File: src/rtl/rv_timer_mc.sv
// rv_timer_mc: RISC-V style machine timer with N_CH independent compare channels.
// A prescaler produces tick_o; mtime advances by step_i on each tick and may be loaded
// directly. Each channel compares mtime against its cmp register in one of the modes
// off / level / one-shot / periodic, and raises a raw interrupt bit in intr_state_o.
// Ports:
//   clk_i, rst_i                  clock, synchronous active-high reset
//   active_i, prescaler_i, step_i timer enable, tick divider, per-tick increment
//   mtime_we_i, mtime_wdata_i     mtime load
//   mtime_o, tick_o               mtime register, prescaler tick (combinational)
//   cmp_we_i, cmp_wdata_i, cmp_o  per-channel compare writes (shared data), compare registers
//   mode_i, period_i              per-channel mode and periodic reload increment
//   intr_en_i, intr_clr_i         interrupt mask, write-1-to-clear pulses
//   intr_state_o, intr_o          raw interrupt status, masked interrupt (combinational)
module rv_timer_mc #(
  parameter int unsigned N_CH    = 2,
  parameter int unsigned CNT_W   = 64,
  parameter int unsigned PRESC_W = 12,
  parameter int unsigned STEP_W  = 8
) (
  input  logic                    clk_i,
  input  logic                    rst_i,
  input  logic                    active_i,
  input  logic [PRESC_W-1:0]      prescaler_i,
  input  logic [STEP_W-1:0]       step_i,
  input  logic                    mtime_we_i,
  input  logic [CNT_W-1:0]        mtime_wdata_i,
  output logic [CNT_W-1:0]        mtime_o,
  output logic                    tick_o,
  input  logic [N_CH-1:0]         cmp_we_i,
  input  logic [CNT_W-1:0]        cmp_wdata_i,
  output logic [N_CH*CNT_W-1:0]   cmp_o,
  input  logic [2*N_CH-1:0]       mode_i,
  input  logic [N_CH*CNT_W-1:0]   period_i,
  input  logic [N_CH-1:0]         intr_en_i,
  input  logic [N_CH-1:0]         intr_clr_i,
  output logic [N_CH-1:0]         intr_state_o,
  output logic [N_CH-1:0]         intr_o
);

  localparam int unsigned CMP_W = N_CH * CNT_W;

  localparam logic [1:0] MODE_LEVEL    = 2'b01;
  localparam logic [1:0] MODE_ONESHOT  = 2'b10;
  localparam logic [1:0] MODE_PERIODIC = 2'b11;

  logic [PRESC_W-1:0] cnt_q, cnt_d;
  logic [CNT_W-1:0]   mtime_q, mtime_d;
  logic [CMP_W-1:0]   cmp_q, cmp_d;
  logic [N_CH-1:0]    armed_q, armed_d;
  logic [N_CH-1:0]    intr_state_q, intr_state_d;
  logic [N_CH-1:0]    hit_c;

  // ">=" rather than "==" so lowering prescaler_i below the count still wraps.
  assign tick_o       = active_i & (cnt_q >= prescaler_i);
  assign mtime_o      = mtime_q;
  assign cmp_o        = cmp_q;
  assign intr_state_o = intr_state_q;
  assign intr_o       = intr_state_q & intr_en_i;

  // Per-channel compare against registered mtime and cmp only.
  always_comb begin : hit_calc
    hit_c = '0;
    for (int c = 0; c < int'(N_CH); c++) begin
      hit_c[c] = active_i && (mode_i[2*c +: 2] != 2'b00) &&
                 (mtime_q >= cmp_q[c*CNT_W +: CNT_W]);
    end
  end

  // Next-state for prescaler, mtime and all channels.
  always_comb begin : next_state
    cnt_d        = cnt_q;
    mtime_d      = mtime_q;
    cmp_d        = cmp_q;
    armed_d      = armed_q;
    intr_state_d = intr_state_q;

    if (!active_i || tick_o) cnt_d = '0;
    else                     cnt_d = cnt_q + PRESC_W'(1);

    if (mtime_we_i)  mtime_d = mtime_wdata_i;
    else if (tick_o) mtime_d = mtime_q + CNT_W'(step_i);

    for (int c = 0; c < int'(N_CH); c++) begin
      case (mode_i[2*c +: 2])
        MODE_LEVEL: intr_state_d[c] = hit_c[c];
        MODE_ONESHOT: begin
          if (hit_c[c] && armed_q[c]) armed_d[c] = 1'b0;
          // Set beats clear when both land on the same cycle.
          intr_state_d[c] = (hit_c[c] & armed_q[c]) | (intr_state_q[c] & ~intr_clr_i[c]);
        end
        MODE_PERIODIC: begin
          if (hit_c[c]) cmp_d[c*CNT_W +: CNT_W] = cmp_q[c*CNT_W +: CNT_W] + period_i[c*CNT_W +: CNT_W];
          intr_state_d[c] = hit_c[c] | (intr_state_q[c] & ~intr_clr_i[c]);
        end
        default: intr_state_d[c] = intr_state_q[c] & ~intr_clr_i[c];
      endcase
      // Software write overrides any reload and re-arms the channel.
      if (cmp_we_i[c]) begin
        cmp_d[c*CNT_W +: CNT_W] = cmp_wdata_i;
        armed_d[c]              = 1'b1;
      end
    end
  end

  // State registers.
  always_ff @(posedge clk_i) begin : regs
    if (rst_i) begin
      cnt_q        <= '0;
      mtime_q      <= '0;
      cmp_q        <= '1;
      armed_q      <= '1;
      intr_state_q <= '0;
    end else begin
      cnt_q        <= cnt_d;
      mtime_q      <= mtime_d;
      cmp_q        <= cmp_d;
      armed_q      <= armed_d;
      intr_state_q <= intr_state_d;
    end
  end

endmodule

File: config.mk
export PLATFORM = sky130hd
export DESIGN_NAME = rv_timer_mc
export DESIGN_NICKNAME = d
export VERILOG_FILES = /design/src/rtl/rv_timer_mc.sv
export SDC_FILE = /design/constraint.sdc
export NUM_CORES = 1
export LEC_CHECK = 0
export BUFFER_PORTS_ARGS = -buffer_cell sky130_fd_sc_hd__buf_2
export CORE_AREA = 2 2 148 258
export CTS_BUF_LIST = sky130_fd_sc_hd__clkbuf_8 sky130_fd_sc_hd__clkbuf_16
export DETAILED_ROUTE_END_ITERATION = 8
export DIE_AREA = 0 0 150 260
export GPL_ROUTABILITY_DRIVEN = 0
export PLACE_DENSITY_LB_ADDON = 0.25
export SETUP_SLACK_MARGIN = 0.4
export SLEW_MARGIN = 0
export SYNTH_ARGS = -nofsm -noshare
export SYNTH_HDL_FRONTEND = slang
export SYNTH_SLANG_ARGS = --single-unit
File: constraint.sdc
create_clock -name clk_i -period 6.26 [get_ports clk_i]
set_input_delay 1.878 -clock clk_i [delete_from_list [all_inputs] [get_ports clk_i]]
set_output_delay 1.878 -clock clk_i [all_outputs]
set_load 0.05 [all_outputs]
==> results.toml, run 1 <==
[cts]
cts_tree = "built"
postCtsSetupBuffers = 0
path_clk_slew_ns = 0.06
root_buffer = "clkbuf_16"
htree_num_levels = 1
insertion_delay_ns = 0.55
cts_hold_buf = 0
cts_buffer_depth = 3
cts_resized = 0
cts_made_buffers = 23
cts_sinks = 208

[timing]
fmax_mhz = 173
hold_viol_final = 0
slew_headroom = 0.294
worst_pin_slew_ns = 1.05
fin_skew_ns = 0.0349
setup-tns-final_ns = 0
rsz0062_at_grt = "false"
finalCriticalPeriod_ns = 5.77
drv_slew = 0
fin_crit_sh = 0.921
setup_violations = 0

[layout]
nFillCells = 3326
utilization = 0.651
synthToLayoutAreaGrowth_pct = 17.2
nets = 3663
finalNonFillerCells = 3604
drive_gt1_frac = 0.187

[synthesis]
ys_seq_area_frac = 0.204
ys_top_cells_by_area = "dfxtp_1 (20%), ha_1 (17%), a21oi_1 (6.5%)"
synth_ff_type = "dfxtp_1"
netlist_top_cells_count = "ha_1 (275), a21oi_1 (267), nand2_1 (263), nor2_1 (214), dfxtp_1 (208)"
synth.most_common_cell = "ha_1"
async_flop_share = 0
netlist_instances = 2692
synth_edf_count = 0
yosysUniqueCellTypes = 94
syn_area_um2 = 20400
syn_nets = 3260
avgSynthCellArea_um2 = 7.59
ys_ff_latch = 208
yosysTopAreaCellShare = 0.204
yosys.area.top_type = "dfxtp_1"
yosys_warnings = 0

[power_and_ir_drop]
power_density_nw_per_um2 = 208
pwr-share-seq = 0.322
switchingPower_mw = 2.03
p_leak_nw = 12.1
clockPowerShare = 0.300
p_int_mw = 2.95
vdd_drop_max_uv = 225
combPwrFrac = 0.379
swShare = 0.407

[global_routing]
antenna_found_initial = 23
grt_pass1_vias = 22800
grt_pass1_wl_um = 127000
grt_max_degree = 63
overflow = 0
grt_usage = 0.428

[routing]
ant_nets = 0
vias = 22900
drt_iter0_markers = 1713
vias_per_cell = 6.36
finalWirelength_um = 85600
remaining_drc_errors = 0
wl_per_cell_um = 23.7
drt_first_pass_iters = 8

[floorplan]
die_x_um = 150
die_h_um = 260
dieArea_um2 = 39000
row_count = 93
start_util = 0.556
io_pins = 487
coreArea_um2 = 36800

[placement]
numPortBuffers = 486
dp_cells = 3545
dp_hpwl_um = 66700

[setup_path]
cp-start-kind = "input pin"
cp-end-kind = "primary output"
worstPathRequired_ns = 4.38
cp_max_fo = 10
cp.arrival_ns = 3.89
critical_path_class = "in -> out"

[worst_hold_path]
hp-class = "reg -> reg"

[status]
outcome = "complete, no violations"

[job]
cap_violations = 0
## metal layers
layer | vias up | share of wire | wire length [um] | track usage
li1 | 10500 | - | - | -
met1 | 10500 | 0.31 | 26200 | 0.381
met2 | 1271 | 0.46 | 39800 | 0.708
met3 | 562 | 0.096 | 8260 | 0.156
met4 | 18 | 0.13 | 11300 | 0.455
met5 | - | 0.0013 | 108 | 0.00641
## final timing paths
path / start / slack, ns / depth (start not counted) / to
hold / removal: armed_q[0] / 0.48 / 1 / armed_q[0]
hold reg to reg: armed_q[0] / 0.48 / 1 / armed_q[0]
setup / recovery: prescaler_i[0] / 0.49 / 11 / tick_o
setup reg to reg: mtime_o[25] / 1.35 / 14 / cmp_o[0]
## through the flow
stage          setup slack [ns]  power (mW)  instance area, um2  hold slack [ns]
2_1_floorplan             0.631        2.86               20400            0.436
3_3_place_gp              0.516        3.39               23100            0.447
3_5_place_dp              0.514        3.43               23100            0.463
4_1_cts                   0.502        4.91               23900            0.478
5_1_grt                   0.404        5.18               23900            0.499
6_report                  0.495        4.97               24000            0.478
## flip-flops by register name, summed over array words and instances (netlist names)
register and flops:
cmp_o 128, mtime_o 64, cnt_q 12, armed_q 2, intr_state_o 2
## final cells by class
| class | instances | area, um2 | share of cell area |
|---|---|---|---|
| Inverter | 203 | 762 | 0.0318 |
| Antenna cell | 17 | 42.5 | 0.00178 |
| Multi-Input combinational cell | 2160 | 15000 | 0.628 |
| Clock inverter | 13 | 159 | 0.00663 |
| Clock buffer | 29 | 658 | 0.0275 |
| Timing Repair Buffer | 499 | 2530 | 0.106 |
| Tap cell | 475 | 594 | 0.0248 |
| Sequential cell | 208 | 4160 | 0.174 |
## kinds of logic after synthesis
family | share of synthesized area
AOI/OAI and AO/OA | 0.259
and+or+nand+nor | 0.187
buffers and inverters | 0.0610
adders and majority gates | 0.171
DFF | 0.204
xor gates and xnor gates | 0.0772
muxes | 0.0413
## power by group through the flow
| stage | sequential, mW | combinational (mW) | clock [mW] |
|---|---|---|---|
| after floorplan | 1.79 | 1.06 | 0 |
| after global placement | 1.60 | 1.79 | 0 |
| after detailed placement | 1.60 | 1.83 | 0 |
| after CTS | 1.57 | 1.84 | 1.50 |
| after global routing | 1.60 | 2.03 | 1.55 |
| final | 1.60 | 1.88 | 1.49 |
## layout by cell type (no fill, tap or decap), types with 9 or more instances in the layout
cell type	count
nor3_1	41
a221oi_1	13
nand2_1	263
o21a_1	30
nand3_1	49
a211oi_1	36
clkbuf_16	23
o21bai_1	32
diode_2	17
o21ai_1	9
xnor2_1	103
o211ai_1	58
or3_1	11
and3_1	30
a21oi_1	267
inv_1	200
buf_4	14
a21o_1	112
nand4_1	74
o21ai_0	138
mux2i_1	81
nor2_1	213
and2_1	9
a31oi_1	27
a211o_1	11
nand2b_1	31
xor2_1	77
o31ai_1	15
buf_2	485
nor2b_1	26
ha_1	275
dfxtp_1	208
## worst max-delay path: stages
cell and delay [ns]:
buf_2 0.10, ha_1 0.27, nand2b_1 0.14, a21o_1 0.17, a21o_1 0.17, a21o_1 0.17
a21oi_1 0.23, o21ai_1 0.11, a31oi_2 0.23, nor2_2 0.16, buf_2 0.27
No activity file was read; power rests on OpenSTA's default activity.
==> run 2: changes to the inputs <==
- CELL_PAD_IN_SITES_DETAIL_PLACEMENT: default -> 1
- CELL_PAD_IN_SITES_GLOBAL_PLACEMENT: default -> 2
- CORE_AREA: 2 2 148 258 -> 2 2 198 345
- DIE_AREA: 0 0 150 260 -> 0 0 200 347
==> results.toml, run 2 (same netlist as run 1, synthesis figures left out) <==
[status]
outcome = "complete, no violations"

[cts]
cts_sinks = 208
cts_made_buffers = 28
postCtsSetupBuffers = 0
root_buffer = "clkbuf_16"
cts_hold_buf = 0
insertion_delay_ns = 0.59
htree_num_levels = 1
path_clk_slew_ns = 0.06
cts_buffer_depth = 3
cts_tree = "built"

[timing]
fin_skew_ns = 0.0319
setup_violations = 0
whs_ns = 0.470
setup-tns-final_ns = 0
hold_viol_final = 0
slew_headroom = 0.302
fin_crit_sh = 0.910
worst_pin_slew_ns = 1.04
fmax_mhz = 175
rsz0062_at_grt = "false"
drv_slew = 0
finalCriticalPeriod_ns = 5.70

[job]
cap_violations = 0

[power_and_ir_drop]
swShare = 0.404
vdd_drop_max_uv = 223
p_leak_nw = 12.3
p_int_mw = 3.16
switchingPower_mw = 2.14
combPwrFrac = 0.372
clockPowerShare = 0.332
pwr-share-seq = 0.296
power_density_nw_per_um2 = 214

[setup_path]
cpPeakStageDelay_ns = 0.27
path_delay_family = "compound AO/OA/AOI/OAI gates"
critical_path_class = "in -> out"
cp_slowest_cell = "ha_1"
crit_buf_inv = 2
cp-end-kind = "primary output"
worstPathRequired_ns = 4.38
cp-start-kind = "input pin"
cp_common_cell = "a21o_1"
cp_max_fo = 10
crit_chain = "buf_2 -> ha_1 -> nand2b_1 -> a21o_1 -> a21o_1 -> a21o_1 -> a21oi_1 -> o21ai_1 -> a31oi_2 -> nor2_4 -> clkbuf_4"
timing.reg2reg.setup_slack_ns = 1.35
cp.arrival_ns = 3.82

[global_routing]
grt_usage = 0.291
overflow = 0
grt_pass1_wl_um = 149000
antenna_found_initial = 42
grt_pass1_vias = 24100
grt_max_degree = 64

[layout]
largest_register_ffs = 128
nFillCells = 8349
mostFrequentLayoutCell = "buf_2"
drive_gt1_frac = 0.193
nets = 3689
final_cell_mix = "buf_2 (483), ha_1 (275), a21oi_1 (267), nand2_1 (263), nor2_1 (212)"
synthToLayoutAreaGrowth_pct = 21.4

[routing]
wl_per_cell_um = 25.6
wl_met1_um = 33500
ant_nets = 0
vias = 22200
top_layer = "met5"
drt_iter0_markers = 806
wl_met2_um = 53400
remaining_drc_errors = 0
finalWirelength_um = 103000
met3_length_um = 6830
drt_first_pass_iters = 5
vias_per_cell = 5.50

[floorplan]
io_pins = 487
start_util = 0.307
die_x_um = 200
coreArea_um2 = 66500
row_count = 125
dieArea_um2 = 69400
die_h_um = 347

[placement]
dp_hpwl_um = 87200
numPortBuffers = 486

[worst_hold_path]
hp-class = "reg -> reg"
-- run 2: path summary, 6_finish.rpt --
path                  start  cells past startpoint          to
max          prescaler_i[0]                     11      tick_o
min reg2reg      armed_q[1]                      2  armed_q[1]
max reg2reg     mtime_o[21]                     14   cmp_o[60]
min              armed_q[1]                      2  armed_q[1]
-- run 2: power by group through the flow --
stage / sequential, mW / combinational (mW) / clock (mW)
after global routing: 1.57 / 2.14 / 1.85
after global placement: 1.60 / 1.92 / 0
after floorplan: 1.79 / 1.06 / 0
final: 1.57 / 1.97 / 1.76
after detailed placement: 1.60 / 1.96 / 0
after CTS: 1.57 / 1.97 / 1.80
-- run 2: area by class of cell --
type	instances	area, um2	area share
Multi-Input combinational cell	2160	15000	0.607
Sequential cell	208	4160	0.168
Timing Repair Buffer	520	2700	0.109
Tap cell	889	1110	0.0449
Inverter	203	763	0.0308
Clock buffer	29	714	0.0288
Clock inverter	19	262	0.0105
Antenna cell	14	35.0	0.00141
-- run 2: tightest hold or removal path: stages, from the launching register on --
cell,delay (ns)
dfxtp_1,0.30
o21ai_0,0.07
nand2_1,0.05
-- run 2: timing repair --
item | CTS | global route
setup endpoints to repair | 0 | 1
endpoints found under the hold margin | 0 | 0
gates resized for setup | 0 | 2
-- run 2: through the flow --
step	area [um2]	setup slack (ns)	std cells	utilization	power (mW)
6_report	24800	0.560	4042	0.373	5.29
5_1_grt	24800	0.447	4034	0.373	5.57
4_1_cts	24800	0.402	4028	0.372	5.34
3_5_place_dp	23800	0.426	3980	0.358	3.56
3_3_place_gp	23800	0.423	3980	0.358	3.52
2_1_floorplan	20400	0.631	2692	-	2.86
-- run 2: metal layers --
layer / up-vias / GRT usage
li1: 10600 / -
met1: 10700 / 0.262
met2: 663 / 0.541
met3: 306 / 0.0763
met4: 54 / 0.224
met5: - / 0
